<file path="config.mk">
export PLATFORM = sky130hd
export DESIGN_NAME = terasic_pixel_depth_conv_flat
export DESIGN_NICKNAME = d
export VERILOG_FILES = /design/src/rtl/terasic_pixel_depth_conv_if.sv /design/src/rtl/terasic_pixel_depth_conv.sv /design/src/flat_wrapper.sv
export SDC_FILE = /design/constraint.sdc
export NUM_CORES = 1
export LEC_CHECK = 0
export CELL_PAD_IN_SITES_DETAIL_PLACEMENT = 0
export CELL_PAD_IN_SITES_GLOBAL_PLACEMENT = 1
export CORE_MARGIN = 3
export CORE_UTILIZATION = 40
export DETAILED_ROUTE_END_ITERATION = 12
export DONT_BUFFER_PORTS = 1
export GPL_TIMING_DRIVEN = 0
export PLACE_DENSITY_LB_ADDON = 0.1
export REMOVE_ABC_BUFFERS = 1
export SYNTH_ARGS = -nofsm -noshare
export SYNTH_HDL_FRONTEND = slang
export SYNTH_SLANG_ARGS = --single-unit
</file>
<file path="constraint.sdc">
create_clock -name clk -period 1.9 [get_ports clk]
set_clock_uncertainty 0.15 [all_clocks]
set_input_delay 0.095 -clock clk [delete_from_list [all_inputs] [get_ports clk]]
set_output_delay 0.095 -clock clk [all_outputs]
set_load 0.01 [all_outputs]
</file>
<file path="src/rtl/terasic_pixel_depth_conv_if.sv">
// rtl/terasic_pixel_depth_conv_if.sv - Avalon-ST video sink/source bundle plus status for the depth converter
interface terasic_pixel_depth_conv_if #(
    parameter int IN_BITS  = 10,
    parameter int OUT_BITS = 8,
    parameter int CHANNELS = 3
);
    logic [CHANNELS*IN_BITS-1:0]  sink_data;
    logic                         sink_valid;
    logic                         sink_ready;
    logic                         sink_sop;
    logic                         sink_eop;
    logic [CHANNELS*OUT_BITS-1:0] source_data;
    logic                         source_valid;
    logic                         source_ready;
    logic                         source_sop;
    logic                         source_eop;
    logic [15:0]                  drop_count;
    logic                         sop_error;

    // Converter side.
    modport slave (
        input  sink_data, sink_valid, sink_sop, sink_eop, source_ready,
        output sink_ready, source_data, source_valid, source_sop, source_eop,
        output drop_count, sop_error
    );

    // Upstream producer / downstream consumer side.
    modport master (
        output sink_data, sink_valid, sink_sop, sink_eop, source_ready,
        input  sink_ready, source_data, source_valid, source_sop, source_eop,
        input  drop_count, sop_error
    );
endinterface

</file>
<file path="src/rtl/terasic_pixel_depth_conv.sv">
// rtl/terasic_pixel_depth_conv.sv - Avalon-ST video pixel depth reducer with packet tracking; optional PIXEL_DEPTH_ROUNDING_EN
module terasic_pixel_depth_conv #(
    parameter int IN_BITS  = 10,
    parameter int OUT_BITS = 8,
    parameter int CHANNELS = 3
) (
    input  logic                        clk,
    input  logic                        reset,
    terasic_pixel_depth_conv_if.slave   bus
);
    localparam int DW_OUT = CHANNELS * OUT_BITS;
    localparam int SHIFT  = IN_BITS - OUT_BITS;

    localparam logic [1:0] ST_IDLE  = 2'd0;
    localparam logic [1:0] ST_VIDEO = 2'd1;
    localparam logic [1:0] ST_CTRL  = 2'd2;

    logic [1:0]        r_state;
    logic              r_sink_ready;
    logic [1:0]        r_count;
    logic [DW_OUT-1:0] r_head_data;
    logic              r_head_sop;
    logic              r_head_eop;
    logic [DW_OUT-1:0] r_skid_data;
    logic              r_skid_sop;
    logic              r_skid_eop;
    logic [15:0]       r_drop_count;
    logic              r_sop_error;

    logic              w_accept;
    logic              w_sop_is_ctrl;
    logic              w_fwd;
    logic              w_drop;
    logic              w_ctrl_map;
    logic              w_sop_err_set;
    logic [1:0]        w_state_next;
    logic              w_pop;
    logic [1:0]        w_count_next;
    logic [DW_OUT-1:0] w_ctrl_data;
    logic [DW_OUT-1:0] w_vid_data;
    logic [DW_OUT-1:0] w_mapped;

    assign w_accept      = bus.sink_valid & r_sink_ready;
    assign w_sop_is_ctrl = (bus.sink_data[3:0] == 4'hF);

    // Control packets keep the low channel bits (they carry parameters, not
    // intensities); video keeps the top bits, optionally rounded.
    genvar g;
    for (g = 0; g < CHANNELS; g++) begin : g_ch
        assign w_ctrl_data[g*OUT_BITS +: OUT_BITS] = bus.sink_data[g*IN_BITS +: OUT_BITS];
`ifdef PIXEL_DEPTH_ROUNDING_EN
        logic [OUT_BITS:0] w_sum;
        assign w_sum = {1'b0, bus.sink_data[g*IN_BITS+SHIFT +: OUT_BITS]}
                     + {{OUT_BITS{1'b0}}, bus.sink_data[g*IN_BITS+SHIFT-1]};
        assign w_vid_data[g*OUT_BITS +: OUT_BITS] = w_sum[OUT_BITS] ? {OUT_BITS{1'b1}}
                                                                    : w_sum[OUT_BITS-1:0];
`else
        assign w_vid_data[g*OUT_BITS +: OUT_BITS] = bus.sink_data[g*IN_BITS+SHIFT +: OUT_BITS];
`endif
    end

    assign w_mapped = w_ctrl_map ? w_ctrl_data : w_vid_data;

    // Packet decode: decide forward/drop, mapping kind and next FSM state.
    always_comb begin
        w_fwd         = 1'b0;
        w_drop        = 1'b0;
        w_ctrl_map    = 1'b0;
        w_sop_err_set = 1'b0;
        w_state_next  = r_state;
        if (w_accept) begin
            if (bus.sink_sop) begin
                w_fwd         = 1'b1;
                w_sop_err_set = (r_state != ST_IDLE);
                w_ctrl_map    = w_sop_is_ctrl;
                if (bus.sink_eop)
                    w_state_next = ST_IDLE;
                else
                    w_state_next = w_sop_is_ctrl ? ST_CTRL : ST_VIDEO;
            end else if (r_state == ST_IDLE) begin
                w_drop = 1'b1;
            end else begin
                w_fwd      = 1'b1;
                w_ctrl_map = (r_state == ST_CTRL);
                if (bus.sink_eop)
                    w_state_next = ST_IDLE;
            end
        end
    end

    assign w_pop        = (r_count != 2'd0) & bus.source_ready;
    assign w_count_next = r_count + {1'b0, w_fwd} - {1'b0, w_pop};

    // Packet state machine.
    always_ff @(posedge clk) begin
        if (reset)
            r_state <= ST_IDLE;
        else
            r_state <= w_state_next;
    end

    // Two-entry skid buffer: head drives the source port, skid catches the
    // beat accepted while the head is stalled.
    always_ff @(posedge clk) begin
        if (reset) begin
            r_count      <= 2'd0;
            r_sink_ready <= 1'b0;
            r_head_data  <= '0;
            r_head_sop   <= 1'b0;
            r_head_eop   <= 1'b0;
            r_skid_data  <= '0;
            r_skid_sop   <= 1'b0;
            r_skid_eop   <= 1'b0;
        end else begin
            if (w_pop) begin
                if (r_count == 2'd2) begin
                    r_head_data <= r_skid_data;
                    r_head_sop  <= r_skid_sop;
                    r_head_eop  <= r_skid_eop;
                    if (w_fwd) begin
                        r_skid_data <= w_mapped;
                        r_skid_sop  <= bus.sink_sop;
                        r_skid_eop  <= bus.sink_eop;
                    end
                end else if (w_fwd) begin
                    r_head_data <= w_mapped;
                    r_head_sop  <= bus.sink_sop;
                    r_head_eop  <= bus.sink_eop;
                end
            end else if (w_fwd) begin
                if (r_count == 2'd0) begin
                    r_head_data <= w_mapped;
                    r_head_sop  <= bus.sink_sop;
                    r_head_eop  <= bus.sink_eop;
                end else begin
                    r_skid_data <= w_mapped;
                    r_skid_sop  <= bus.sink_sop;
                    r_skid_eop  <= bus.sink_eop;
                end
            end
            r_count      <= w_count_next;
            r_sink_ready <= (w_count_next < 2'd2);
        end
    end

    // Saturating count of beats discarded outside a packet.
    always_ff @(posedge clk) begin
        if (reset)
            r_drop_count <= 16'd0;
        else if (w_drop && (r_drop_count != 16'hFFFF))
            r_drop_count <= r_drop_count + 16'd1;
    end

    // Sticky flag for a sop arriving inside an open packet.
    always_ff @(posedge clk) begin
        if (reset)
            r_sop_error <= 1'b0;
        else if (w_sop_err_set)
            r_sop_error <= 1'b1;
    end

    assign bus.sink_ready   = r_sink_ready;
    assign bus.source_valid = (r_count != 2'd0);
    assign bus.source_data  = r_head_data;
    assign bus.source_sop   = r_head_sop;
    assign bus.source_eop   = r_head_eop;
    assign bus.drop_count   = r_drop_count;
    assign bus.sop_error    = r_sop_error;
endmodule

</file>
<file path="src/flat_wrapper.sv">
// flat-port wrapper written by rule: the top's interface ports become plain ports
module terasic_pixel_depth_conv_flat 
#(
    parameter int IN_BITS  = 10,
    parameter int OUT_BITS = 8,
    parameter int CHANNELS = 3
)
  (clk, reset, bus_sink_data, bus_sink_valid, bus_sink_sop, bus_sink_eop, bus_source_ready, bus_sink_ready, bus_source_data, bus_source_valid, bus_source_sop, bus_source_eop, bus_drop_count, bus_sop_error);
  terasic_pixel_depth_conv_if #(.IN_BITS(IN_BITS), .OUT_BITS(OUT_BITS), .CHANNELS(CHANNELS)) bus_i ();
  input  logic clk;
  input  logic reset;
  input wire logic [$bits(bus_i.sink_data)-1:0] bus_sink_data;
  input wire logic [$bits(bus_i.sink_valid)-1:0] bus_sink_valid;
  input wire logic [$bits(bus_i.sink_sop)-1:0] bus_sink_sop;
  input wire logic [$bits(bus_i.sink_eop)-1:0] bus_sink_eop;
  input wire logic [$bits(bus_i.source_ready)-1:0] bus_source_ready;
  output wire logic [$bits(bus_i.sink_ready)-1:0] bus_sink_ready;
  output wire logic [$bits(bus_i.source_data)-1:0] bus_source_data;
  output wire logic [$bits(bus_i.source_valid)-1:0] bus_source_valid;
  output wire logic [$bits(bus_i.source_sop)-1:0] bus_source_sop;
  output wire logic [$bits(bus_i.source_eop)-1:0] bus_source_eop;
  output wire logic [$bits(bus_i.drop_count)-1:0] bus_drop_count;
  output wire logic [$bits(bus_i.sop_error)-1:0] bus_sop_error;
  assign bus_i.sink_data = bus_sink_data;
  assign bus_i.sink_valid = bus_sink_valid;
  assign bus_i.sink_sop = bus_sink_sop;
  assign bus_i.sink_eop = bus_sink_eop;
  assign bus_i.source_ready = bus_source_ready;
  assign bus_sink_ready = bus_i.sink_ready;
  assign bus_source_data = bus_i.source_data;
  assign bus_source_valid = bus_i.source_valid;
  assign bus_source_sop = bus_i.source_sop;
  assign bus_source_eop = bus_i.source_eop;
  assign bus_drop_count = bus_i.drop_count;
  assign bus_sop_error = bus_i.sop_error;
  terasic_pixel_depth_conv #(.IN_BITS(IN_BITS), .OUT_BITS(OUT_BITS), .CHANNELS(CHANNELS)) u_core (.clk(clk), .reset(reset), .bus(bus_i));
endmodule
</file>
After elaboration in Yosys (flattened, before gate mapping)
Cells that the tools add are included.
Word-level totals
  register bits after elaboration: 74
  latch bits: 0
  RAM bits: 0
  ROM bits: 0
  bits of input ports: 36
  logic and storage cells: 80
  memories kept: 0
Operators by class
  add/sub/neg operators: 3
  multipliers: 0
  divide/modulo/power cells: 0
  order comparisons: 1
  eq/ne operators: 7
  shifts and indexed selects: 0
  mux-type cells: 44
  bitwise operators: 2
  reduce and logical (&&, ||, !) cells: 12
Operators with widths (count)
  $mux W24: 10
  $mux W1: 29
  $add A16 B1 Y16 const B: 1
  $ne A16 B16 Y1 const B: 1
  $reduce_bool A2 Y1: 6
  $mux W2: 5
  $reduce_and A3 Y1: 3
  $eq A2 B2 Y1 const B: 2
  $eq A4 B4 Y1 const B: 1
  $logic_not A2 Y1: 2
  $ne A2 B2 Y1 const B: 2
  $add A2 B1 Y2: 1
  $and A1 B1 Y1: 2
  $lt A2 B2 Y1 const B: 1
  $ne A2 B1 Y1 const B: 1
  $sub A2 B1 Y2: 1
  $logic_and A1 B1 Y1: 1

Longest topological paths before layout
Gate-level depths: netlist (run 1).
  word-level depth: 8
  mapped depth: 6
  mapped depth without buffers: 6

Worst setup path before layout (run 1)
No wires, ideal clock.
  path kind: flip-flop to flip-flop
  from: register u_core.r_drop_count[4], in the netlist u_core.bus.drop_count[4]
  to: register u_core.r_drop_count[15], in the netlist u_core.bus.drop_count[15]
  setup time: 0.070 ns
  data arrival time: 1.883 ns
  setup slack: -0.204 ns
  stages on the path, launching flop included: 6
  buffers on the path: 1
  clock period less this slack: 2.104 ns
  cells stage by stage: dfxtp_1 -> nand4_2 -> or4b_1 -> buf_2 -> or4_1 -> a21oi_1
Between the ends
  cells in the longest elaborated chain, start to end: 2
  elaborated cells between the ends (all ways): 3
RTL lines
  from (decl): RTL line terasic_pixel_depth_conv.sv:27  | logic [15:0] r_drop_count;
  from (signal assigned): RTL line terasic_pixel_depth_conv.sv:151  | r_drop_count <= r_drop_count + 16'd1;
  parallel branches: the longest is 2 deep, another holds $add A16 B1 Y16
Parallel ways; which one is timed is not known.
A chain may end at the register's enable or synchronous reset.

Worst setup path after layout (run 1)
Same ends and word-level chain as after synthesis.

==> summary.md, run 1 <==
| Metric | Value |
|---|---|
| Crit-path cells | `nand4_4 -> or4b_4 -> or4_1 -> a21oi_1` |
| XOR/XNOR share of the synthesized area | `less than 1%` |
| WP depth | `4` |
| Max Cap Viol | `0` |
| Final Non-Filler Cells | `roughly 560` |
| Part of the Yosys area used for sequential elements | `between 40% and 50%` |
| Initial core utilization | `41.8%` |
| Htree depth | `3` |
| Die height | `approximately 100 µm` |
| Fin Setup TNS | `-107 ps` |
| Crit share post-route | `103%` |
| WL/cell | `17.8 µm` |
| Synthesized flop and latch total | `74` |
| Worst endpoint required time | `slightly above 2000 ps` |
| Commonest non-fill, non-tap cell in the layout | `dfxtp_1` |
| DR pass1 iterations | `4` |
| Site row count | `33` |
| Hold Violations, Final | `58` |
| Worst-Skew Late Latency | `between 300 and 400 ps` |
| Core area | `roughly 8400 µm²` |
| DP HPWL | `a little under 6000 µm` |
| CP max stage delay | `just over 600 ps` |
| DP Cell Count | `~470` |
| Final Slew Violations | `0` |
| CTS Sinks | `74` |
| Setup slack at placement | `-752 ps` |
| Peak VDD IR | `between 600 and 700 µV` |
| Die W | `99.6 µm` |
| Number of library cell types mapped by synthesis | `49` |
| Failing checks | `hold timing, setup timing` |
| CP endpoint kind | `register` |
| Routed vias | `about 3300` |
| Main synth FF type | `dfxtp_1` |
| I/O Pins | `81` |
| Crit path to | `u_core.bus.drop_count[15]` |
| Routability congestion estimate | `between 0.7 and 0.8` |
| Worst EP arrival | `about 2100 ps` |
| Grt total ovfl | `0` |
| Worst-path maximum fanout | `8` |
| Reg-to-reg slack, setup | `-60 ps` |
| Hold-fix buffers, CTS | `45` |
| Outcome | `complete, but fails checks` |
| Syn_area_per_cell | `approximately 9.0 µm²` |
| Final ANT Viol Nets | `0` |
| Highest Clock Rate | `0.511 GHz` |
| R2r worst-path depth | `4` |
| Adder-cell share of the synthesized area | `0.714%` |
| Number of setup violations in the final report | `3` |
| Setup ws final | `-57.3 ps` |
| DIE AREA | `9920 µm²` |
| Wirelength, routed | `9910 µm` |
| Source of the critical timing path | `u_core.bus.drop_count[4]` |
| Class of the worst hold path | `in -> reg` |
| Clock-pin slew on the worst setup and hold paths | `about 80 ps` |
| Share of cells above drive strength 1 | `between 10% and 20%` |
| Antenna cell count | `0` |
| Initial antenna violation count | `0` |
| Post-synthesis mux area share | `8.71%` |
| Largest family of logic cells by synthesized area | `compound AO/OA/AOI/OAI gates` |
| CP Buf/Inv Count | `0` |
| Slew margin rel. | `50.1%` |
| Drt initial violations | `83` |
| # DRC | `0` |
| Root Buffer | `clkbuf_8` |
| Global-route wire length before repair | `around 16000 µm` |
| CTS tree | `yes` |
| Hold slack | `-323 ps` |
| Minimum clock period | `between 1500 and 2000 ps` |
| Overall global routing resource usage | `slightly below 20%` |
| Crit path launch type | `register` |
| Async SR Flop Fraction | `0%` |
| Post-Syn Instances | `391` |
| Cell area after synthesis | `roughly 3500 µm²` |
| Power density cells | `roughly 890 nW/µm²` |
| Reg2reg start | `u_core.bus.drop_count[4]` |
| Most frequent cells in the layout | `dfxtp_1 (59), dlygate4sd3_1 (45), nor2_1 (40), o21ai_0 (30), mux2i_1 (26)` |
| R2r endpoint | `u_core.bus.drop_count[15]` |
| Vias per std cell | `5.88` |
| Input/output buffers | `0` |
| RSZ-0062 raised after global routing | `true` |
| Number of flops mapped to enable cells by yosys | `0` |
| Area delta synth->final | `34.9%` |
| Vias in the first global route | `3128` |
| Max clock buf depth | `2` |
| Nets | `a little under 500` |
| Leak Pwr | `approximately 0.0016 µW` |
| Slew @ Worst Pin | `747 ps` |
| Yosys warns | `0` |
| Critical path type | `reg -> reg` |
| Crit-path slowest cell | `or4b_4` |
| CTS Buf Count | `9` |
| Post-Synth Simple-Gate Area | `between 20% and 30%` |
| Complex-gate fraction of the synthesized area | `a little under a quarter` |
| Delay-heaviest family, CP | `simple AND/OR/NAND/NOR gates` |
| Largest net degree at the start of global routing | `between 70 and 80` |
## power by group
| group | internal, µW | leakage [µW] | switching, µW |
|---|---|---|---|
| sequential | 1720 | 0.000609 | 172 |
| combinational | 467 | 0.000852 | 525 |
| clock | 734 | 0.000100 | 572 |
## registers in the layout, indices dropped and copies added (netlist names)
| register | flops |
|---|---|
| u_core.bus.source_data | 24 |
| u_core.r_skid_data | 24 |
| u_core.bus.drop_count | 16 |
| u_core.r_count | 2 |
| u_core.r_state | 2 |
| u_core.bus.sink_ready | 1 |
| u_core.bus.sop_error | 1 |
| u_core.bus.source_eop | 1 |
| u_core.bus.source_sop | 1 |
| u_core.r_skid_eop | 1 |
| u_core.r_skid_sop | 1 |
## worst min path at each step
stage / start / endpoint / slack, ps / cells past startpoint
after global placement: reset / u_core.bus.drop_count[10] / 20 / 1
after global routing: reset / u_core.bus.drop_count[6] / -340 / 1
after floorplan: reset / u_core.bus.drop_count[10] / 10 / 1
after detailed placement: reset / u_core.r_count[1] / 30 / 1
after CTS: reset / u_core.bus.drop_count[6] / -350 / 1
final: reset / u_core.r_count[0] / -320 / 1
## timing repair
action | 4_1_cts | 5_1_grt
pin swaps | 8 | 15
cloned | 0 | 1
setup buffers | 12 | 11
gates resized for setup | 37 | 21
endpoints found under the setup margin | 61 | 49
hold endpoints to repair | 72 | 58
## metrics by stage
step | power, µW | instance area, µm² | util, %
finish | 4190 | 4730 | 56.4
global route | 4410 | 4730 | 56.4
CTS | 4150 | 4570 | 54.5
detailed placement | 2660 | 3670 | 43.8
global placement | 2570 | 3520 | 42.0
floorplan | 2400 | 3390 | -
## per-layer routing
metal / wire length [µm] / up-vias / GRT usage, % / part of all wire, %
met1: 4590 / 1581 / 25.6 / 46
li1: - / 1609 / - / -
met2: 4640 / 71 / 31.8 / 47
met4: 153 / 0 / 7.14 / 1.5
met5: 0 / - / 0 / 0
met3: 522 / 14 / 4.91 / 5.3
## cell type report
cell class / instances / area, µm²
Tap cell: 105 / 131
Clock inverter: 3 / 65.1
Timing Repair Buffer: 75 / 788
Inverter: 7 / 30.0
Fill cell: 764 / 3650
Clock buffer: 12 / 135
Sequential cell: 74 / 1520
Multi-Input combinational cell: 281 / 2060
## synth_stat cells (3+ instances only)
cell	instances	share of area (%)
dfxtp_1	74	42
nor2_1	43	4.6
o21ai_0	31	4.4
clkbuf_1	27	2.9
mux2i_1	26	7.4
a211oi_1	25	5.4
a41oi_1	22	5.5
nor3b_1	22	4.7
nand3_1	15	2.1
a21oi_1	12	1.7
nand2_1	9	0.96
nor2b_1	7	1.2
inv_1	6	0.64
o31ai_1	6	1.3
or4_1	5	1.1
mux2_2	4	1.3
nand4_1	4	0.71
nor3_1	4	0.57
or3_1	4	0.71
and2_1	3	0.54
buf_2	3	0.43
## logic make-up after synthesis
group | count (synthesis)
simple gates | 130
compound gates | 116
flops | 74
buf+inv | 37
mux | 30
xor+xnor | 2
fa+ha+maj | 2
Power figures use the tool's default switching activity.
==> run 2: changes to the inputs <==
--- a/config.mk
+++ b/config.mk
@@ -5,14 +5,11 @@
 export SDC_FILE = /design/constraint.sdc
 export NUM_CORES = 1
 export LEC_CHECK = 0
-export CELL_PAD_IN_SITES_DETAIL_PLACEMENT = 0
-export CELL_PAD_IN_SITES_GLOBAL_PLACEMENT = 1
 export CORE_MARGIN = 3
 export CORE_UTILIZATION = 40
 export DETAILED_ROUTE_END_ITERATION = 12
 export DONT_BUFFER_PORTS = 1
 export GPL_TIMING_DRIVEN = 0
-export PLACE_DENSITY_LB_ADDON = 0.1
 export REMOVE_ABC_BUFFERS = 1
 export SYNTH_ARGS = -nofsm -noshare
 export SYNTH_HDL_FRONTEND = slang
==> run 2 against run 1 <==
Net effect: wire length down 0.58%; clock power is 8% lower; the run still ends with hold timing, setup timing left; first-iteration DRC count increased by 84%; critical endpoint unchanged; critical path depth is 1 higher; sequential cell count stayed put; global-route usage decreased by 0.13 points; combinational power fell by 9.6%; via count is 0.70% lower; power decreased by 4.9%.
==> summary.md, run 2 (synthesized netlist as in run 1, its figures left out) <==
| Metric | Value |
|---|---|
| Die height | `99.6 µm (unchanged)` |
| Highest Clock Rate | `0.505 GHz (was 0.511 GHz)` |
| Reg power frac | `47.4% (was 45.1%)` |
| CTS Sinks | `74 (unchanged)` |
| Hold Violations, Final | `61 (was 58)` |
| Minimum clock period | `1980 ps (was 1960 ps)` |
| Setup slack at placement | `-635 ps (was -752 ps)` |
| Sw Share | `30.7% (was 30.3%)` |
| Initial core utilization | `41.8% (unchanged)` |
| Crit-path slowest cell | `dlygate4sd3_1 (was or4b_4)` |
| Setup ws final | `-79.7 ps (was -57.3 ps)` |
| Peak VDD IR | `615 µV (was 636 µV)` |
| Antenna cell count | `0 (unchanged)` |
| DP HPWL | `6020 µm (was 5840 µm)` |
| Die W | `99.6 µm (unchanged)` |
| Class of the worst hold path | `in -> reg (unchanged)` |
| Hold depth | `1 (unchanged)` |
| Worst EP arrival | `2100 ps (was 2080 ps)` |
| Hold-fix buffers, CTS | `46 (was 45)` |
| Nets | `481 (was 486)` |
| Number of setup violations in the final report | `3 (unchanged)` |
| Clock-pin slew on the worst setup and hold paths | `80 ps (about the same)` |
| Leak Pwr | `0.00152 µW (was 0.00156 µW)` |
| Power density cells | `863 nW/µm² (was 886 nW/µm²)` |
| Commonest non-fill, non-tap cell in the layout | `dfxtp_1 (unchanged)` |
| Crit share post-route | `104% (was 103%)` |
| Hold slack | `-320 ps (was -323 ps)` |
| Global-route wire length before repair | `15800 µm (was 16000 µm)` |
| Routability congestion estimate | `0.760 (was 0.750)` |
| R2r endpoint | `u_core.bus.drop_count[15] (unchanged)` |
| Switching Power | `1220 µW (was 1270 µW)` |
| Wirelength, routed | `9850 µm (was 9910 µm)` |
| RSZ-0062 raised after global routing | `true (unchanged)` |
| Final ANT Viol Nets | `0 (unchanged)` |
| Worst-path maximum fanout | `6 (was 8)` |
| Initial antenna violation count | `0 (unchanged)` |
| Worst-Skew Late Latency | `340 ps (about the same)` |
| R2r worst-path depth | `4 (unchanged)` |
| CP max stage delay | `620 ps (was 610 ps)` |
| Reg-to-reg slack, setup | `-70 ps (was -60 ps)` |
| Fin util | `55.1% (was 56.4%)` |
| Clock power frac | `30.0% (was 31.2%)` |
| Max clock buf depth | `2 (unchanged)` |
| Reg2reg start | `u_core.bus.drop_count[4] (unchanged)` |
| Largest net degree at the start of global routing | `74 (unchanged)` |
| Slew margin rel. | `21.1% (was 50.1%)` |
| Grt total ovfl | `0 (unchanged)` |
| CP endpoint kind | `register (unchanged)` |
| Most frequent cells in the layout | `dfxtp_1 (61), dlygate4sd3_1 (45), nor2_1 (41), o21ai_0 (31), a211oi_1 (24) (was dfxtp_1 (59), dlygate4sd3_1 (45), nor2_1 (40), o21ai_0 (30), mux2i_1 (26))` |
| Share of cells above drive strength 1 | `17.9% (was 19.5%)` |
| DR pass1 iterations | `4 (unchanged)` |
| Internal power | `2760 µW (was 2920 µW)` |
| CTS Buf Count | `9 (unchanged)` |
| Worst endpoint required time | `2020 ps (about the same)` |
| Failing checks | `hold timing, setup timing (unchanged)` |
| Combinational power share | `22.5% (was 23.7%)` |
| Vias per std cell | `5.89 (was 5.88)` |
| Vias in the first global route | `3124 (was 3128)` |
| Drt initial violations | `153 (was 83)` |
| Root Buffer | `clkbuf_8 (unchanged)` |
| Crit path to | `u_core.bus.drop_count[15] (unchanged)` |
| Routed vias | `3252 (was 3275)` |
| Overall global routing resource usage | `19.6% (was 19.7%)` |
| Source of the critical timing path | `bus_sink_sop (was u_core.bus.drop_count[4])` |
| Crit path launch type | `primary input (was register)` |
| Crit-path cells | `dlygate4sd3_1 -> nor2_4 -> or4b_4 -> or4_1 -> a21oi_1 (was nand4_4 -> or4b_4 -> or4_1 -> a21oi_1)` |
| CTS tree | `yes (unchanged)` |
| I/O Pins | `81 (unchanged)` |
| # DRC | `0 (unchanged)` |
| Max Cap Viol | `0 (unchanged)` |
| Final Slew Violations | `0 (unchanged)` |
| Core area | `8380 µm² (unchanged)` |
| Outcome | `complete, but fails checks (unchanged)` |
| DIE AREA | `9920 µm² (unchanged)` |
| Site row count | `33 (unchanged)` |
| Htree depth | `3 (unchanged)` |
| Critical path type | `in -> reg (was reg -> reg)` |
| Area delta synth->final | `31.7% (was 34.9%)` |
| WL/cell | `17.8 µm (about the same)` |
| Slew @ Worst Pin | `1180 ps (was 747 ps)` |
| Input/output buffers | `0 (unchanged)` |
[run 2: metrics by stage]
step           power, µW  TNS (ps)  hold WS (ps)  cells  instance area (µm²)
6_report            3980      -204          -320    552                 4610
5_1_grt             4200     -1760          -345    552                 4610
4_1_cts             4000      -390          -343    545                 4490
3_5_place_dp        2650    -19880          31.0    473                 3660
3_3_place_gp        2560   -133310          28.7    466                 3520
2_1_floorplan       2400    -75240          14.1    361                 3390
[run 2: worst max-delay path, delay by kind of cell]
family | cells | cell delay (ps)
AO/OA/AOI/OAI | 1 | 140
buffers and inverters | 1 | 620
AND/OR/NAND/NOR | 3 | 1240
[run 2: repair_timing]
action	CTS	global route
endpoints found under the hold margin	72	57
resized for setup	27	23
gates cloned	0	1
endpoints found under the setup margin	60	42
pin swaps	6	10
setup buffers	11	8
[run 2: worst min-delay path by stage]
stage	startpoint	slack [ps]	endpoint
after global routing	reset	-340	u_core.r_skid_sop
after CTS	reset	-340	u_core.bus.drop_count[4]
final	reset	-320	u_core.r_skid_sop
after global placement	reset	30	u_core.r_count[1]
after floorplan	reset	10	u_core.bus.drop_count[10]
after detailed placement	reset	30	u_core.bus.drop_count[4]
[run 2: final cells by class]
| cell class | instances | area [µm²] |
|---|---|---|
| multi-input combinational | 280 | 2030 |
| clock buffer | 12 | 145 |
| sequential | 74 | 1520 |
| fill | 750 | 3770 |
| clock inverter | 3 | 40.0 |
| timing repair buffer | 71 | 729 |
| tap | 105 | 131 |
| inverter | 7 | 26.3 |
[run 2: power groups by stage]
| stage | registers [µW] | logic [µW] | clock network, µW |
|---|---|---|---|
| final | 1890 | 897 | 1200 |
| after global routing | 1910 | 998 | 1290 |
| after CTS | 1890 | 874 | 1230 |
| after detailed placement | 1920 | 733 | 0 |
| after global placement | 1910 | 644 | 0 |
| after floorplan | 1880 | 521 | 0 |
[run 2: routing by layer]
metal | up-vias | global-route usage [%] | wire length (µm)
li1 | 1597 | - | -
met1 | 1547 | 25.1 | 4510
met2 | 90 | 31.4 | 4610
met3 | 18 | 5.89 | 559
met4 | 0 | 6.62 | 169
met5 | - | 0 | 0
==> run 3: changes to the inputs <==
==> constraint.sdc (replaced) <==
create_clock -name clk -period 1.99 [get_ports clk]
set_clock_uncertainty 0.15 [all_clocks]
set_input_delay 0.0995 -clock clk [delete_from_list [all_inputs] [get_ports clk]]
set_output_delay 0.0995 -clock clk [all_outputs]
set_load 0.01 [all_outputs]
==> run 3 against run 2 <==
Net effect: the run now ends clean; hold slack improved by 340 ps; first-iteration DRC count is 10% lower; final area down 3.2%; worst setup slack improved by 91 ps; clock power shrank 5%; wire length shrank 2.5%; via count decreased by 2.2%; critical path type unchanged; highest routed layer unchanged.
==> summary.md, run 3 (synthesized netlist as in run 1, its figures left out) <==
| Metric | Value |
|---|---|
| Outcome | `finished, final reports clean (was complete, but fails checks)` |
| Crit share post-route | `between 90% and 100%` |
| Max clock buf depth | `2 (unchanged)` |
| Slew @ Worst Pin | `1180 ps (about the same)` |
| Final Slew Violations | `0 (unchanged)` |
| DR pass1 iterations | `4 (unchanged)` |
| Total Power | `3800 µW (was 3980 µW)` |
| Overall global routing resource usage | `19.5% (was 19.6%)` |
| Vias in the first global route | `3110 (was 3124)` |
| Die height | `99.6 µm (unchanged)` |
| Power density cells | `852 nW/µm² (was 863 nW/µm²)` |
| RSZ-0062 raised after global routing | `true (unchanged)` |
| Class of the worst hold path | `in -> reg (unchanged)` |
| CTS Buf Count | `9 (unchanged)` |
| CTS tree | `yes (unchanged)` |
| Global-route wire length before repair | `15700 µm (was 15800 µm)` |
| Input/output buffers | `0 (unchanged)` |
| Hold Violations, Final | `0 (was 61)` |
| Peak VDD IR | `576 µV (was 615 µV)` |
| Final ANT Viol Nets | `0 (unchanged)` |
| Critical path type | `in -> reg (unchanged)` |
| Highest Clock Rate | `0.505 GHz` |
| I/O Pins | `81 (unchanged)` |
| DP HPWL | `6020 µm (unchanged)` |
| CP endpoint kind | `register (unchanged)` |
| Fin util | `53.3% (was 55.1%)` |
| Antenna cell count | `0 (unchanged)` |
| CP Buf/Inv Count | `1 (unchanged)` |
| Worst EP arrival | `2100 ps (about the same)` |
| Worst-path maximum fanout | `6 (unchanged)` |
| Vias per std cell | `5.89 (about the same)` |
| CTS Sinks | `74 (unchanged)` |
| Root Buffer | `clkbuf_8 (unchanged)` |
| Crit-path cells | `dlygate4sd3_1 -> nor2_4 -> or4b_4 -> or4_1 -> a21oi_1 (unchanged)` |
| Initial antenna violation count | `0 (unchanged)` |
| Crit path launch type | `primary input (unchanged)` |
| Worst endpoint required time | `2110 ps (was 2020 ps)` |
| Delay-heaviest family, CP | `simple AND/OR/NAND/NOR gates (unchanged)` |
| Setup ws final | `11.6 ps (was -79.7 ps)` |
| Clock-pin slew on the worst setup and hold paths | `80 ps (about the same)` |
| Area delta synth->final | `27.5% (was 31.7%)` |
| Die W | `99.6 µm (unchanged)` |
| Most frequent cells in the layout | `dfxtp_1 (64), nor2_1 (41), dlygate4sd3_1 (37), o21ai_0 (31), mux2i_1 (26) (was dfxtp_1 (61), dlygate4sd3_1 (45), nor2_1 (41), o21ai_0 (31), a211oi_1 (24))` |
| Nets | `469 (was 481)` |
| Minimum clock period | `1980 ps` |
| Grt total ovfl | `0 (unchanged)` |
| DP Area | `3660 µm² (unchanged)` |
| Largest net degree at the start of global routing | `73 (was 74)` |
| Drt initial violations | `137 (was 153)` |
| Core area | `8380 µm² (unchanged)` |
| # DRC | `0 (unchanged)` |
| Initial core utilization | `41.8% (unchanged)` |
| Commonest non-fill, non-tap cell in the layout | `dfxtp_1 (unchanged)` |
| Number of setup violations in the final report | `0 (was 3)` |
| Setup slack at placement | `-550 ps (was -635 ps)` |
| Fillers | `769 (was 750)` |
| Max Cap Viol | `0 (unchanged)` |
| Wirelength, routed | `9610 µm (was 9850 µm)` |
| Multi-input logic area | `1990 µm² (was 2030 µm²)` |
| Htree depth | `3 (unchanged)` |
| CP max stage delay | `630 ps (was 620 ps)` |
| Worst-Skew Late Latency | `340 ps (about the same)` |
| Share of cells above drive strength 1 | `15.4% (was 17.9%)` |
| Routed vias | `3179 (was 3252)` |
| Register Area | `1510 µm² (was 1520 µm²)` |
| Post-route cell area | `4470 µm² (was 4610 µm²)` |
| Fin Setup TNS | `0 ps (was -204 ps)` |
| Slew margin rel. | `21.2% (was 21.1%)` |
| DIE AREA | `9920 µm² (unchanged)` |
| Leak Pwr | `0.00144 µW (was 0.00152 µW)` |
| Crit-path slowest cell | `dlygate4sd3_1 (unchanged)` |
| Routability congestion estimate | `0.760 (unchanged)` |
| Site row count | `33 (unchanged)` |
| WL/cell | `17.8 µm (about the same)` |
## run 3: changes by cell type in the layout (fill, tap and decap cells not counted), moves of 2 or more
cell           before  now
buf_4              16   13
buf_16              1    3
dfxtp_1            61   64
mux2i_2             2    0
dlygate4sd3_1      45   37
mux2i_1            23   26
dfxtp_2             6    3
## run 3: repair_timing
item	CTS	global route
resized for setup	23	12
hold endpoints to repair	72	0
setup buffers	8	6
hold buffers	38	0
pin swaps	5	5
endpoints found under the setup margin	52	37
## run 3: cell type report
type	count	area share, %
clock buffer	12	3.25
sequential	74	33.8
timing repair buffer	59	14.0
tap	105	2.94
clock inverter	3	0.896
inverter	7	0.588
multi-input combinational	280	44.5
## run 3: worst register-to-register path, delay by kind of cell (launching register included)
kind / cells / cell delay [ps]
and+or+nand+nor: 3 / 1190
DFF: 1 / 410
AOI/OAI and AO/OA: 1 / 140
## run 3: through the flow
| step | instances | hold slack [ps] |
|---|---|---|
| after floorplan | 361 | 18.6 |
| after global placement | 466 | 33.2 |
| after CTS | 534 | 4.32 |
| final | 540 | 22.1 |
| after global routing | 540 | 31.3 |
| after detailed placement | 473 | 35.5 |
## run 3: power by group
part	total (µW)	leakage, µW	internal (µW)	switching [µW]
registers	1800	0.000606	1640	160
logic	858	0.000739	374	484
clock network	1140	0.0000962	605	539
## run 3: path summary, 6_finish.rpt
path                       startpoint  depth (start not counted)                   endpoint  slack (ps)
max                      bus_sink_sop                          5  u_core.bus.drop_count[15]          10
min                  bus_source_ready                          2      u_core.bus.source_eop          20
max reg2reg  u_core.bus.drop_count[4]                          4  u_core.bus.drop_count[15]          30
min reg2reg    u_core.r_skid_data[18]                          2     u_core.r_skid_data[18]         350
## run 3: routing by layer
layer | global-route usage, % | vias to the layer above | part of all wire [%]
met5 | 0 | - | 0
met4 | 6.30 | 0 | 1.2
met3 | 5.89 | 9 | 6.2
met2 | 31.5 | 89 | 47
met1 | 25.1 | 1510 | 45
li1 | - | 1571 | -
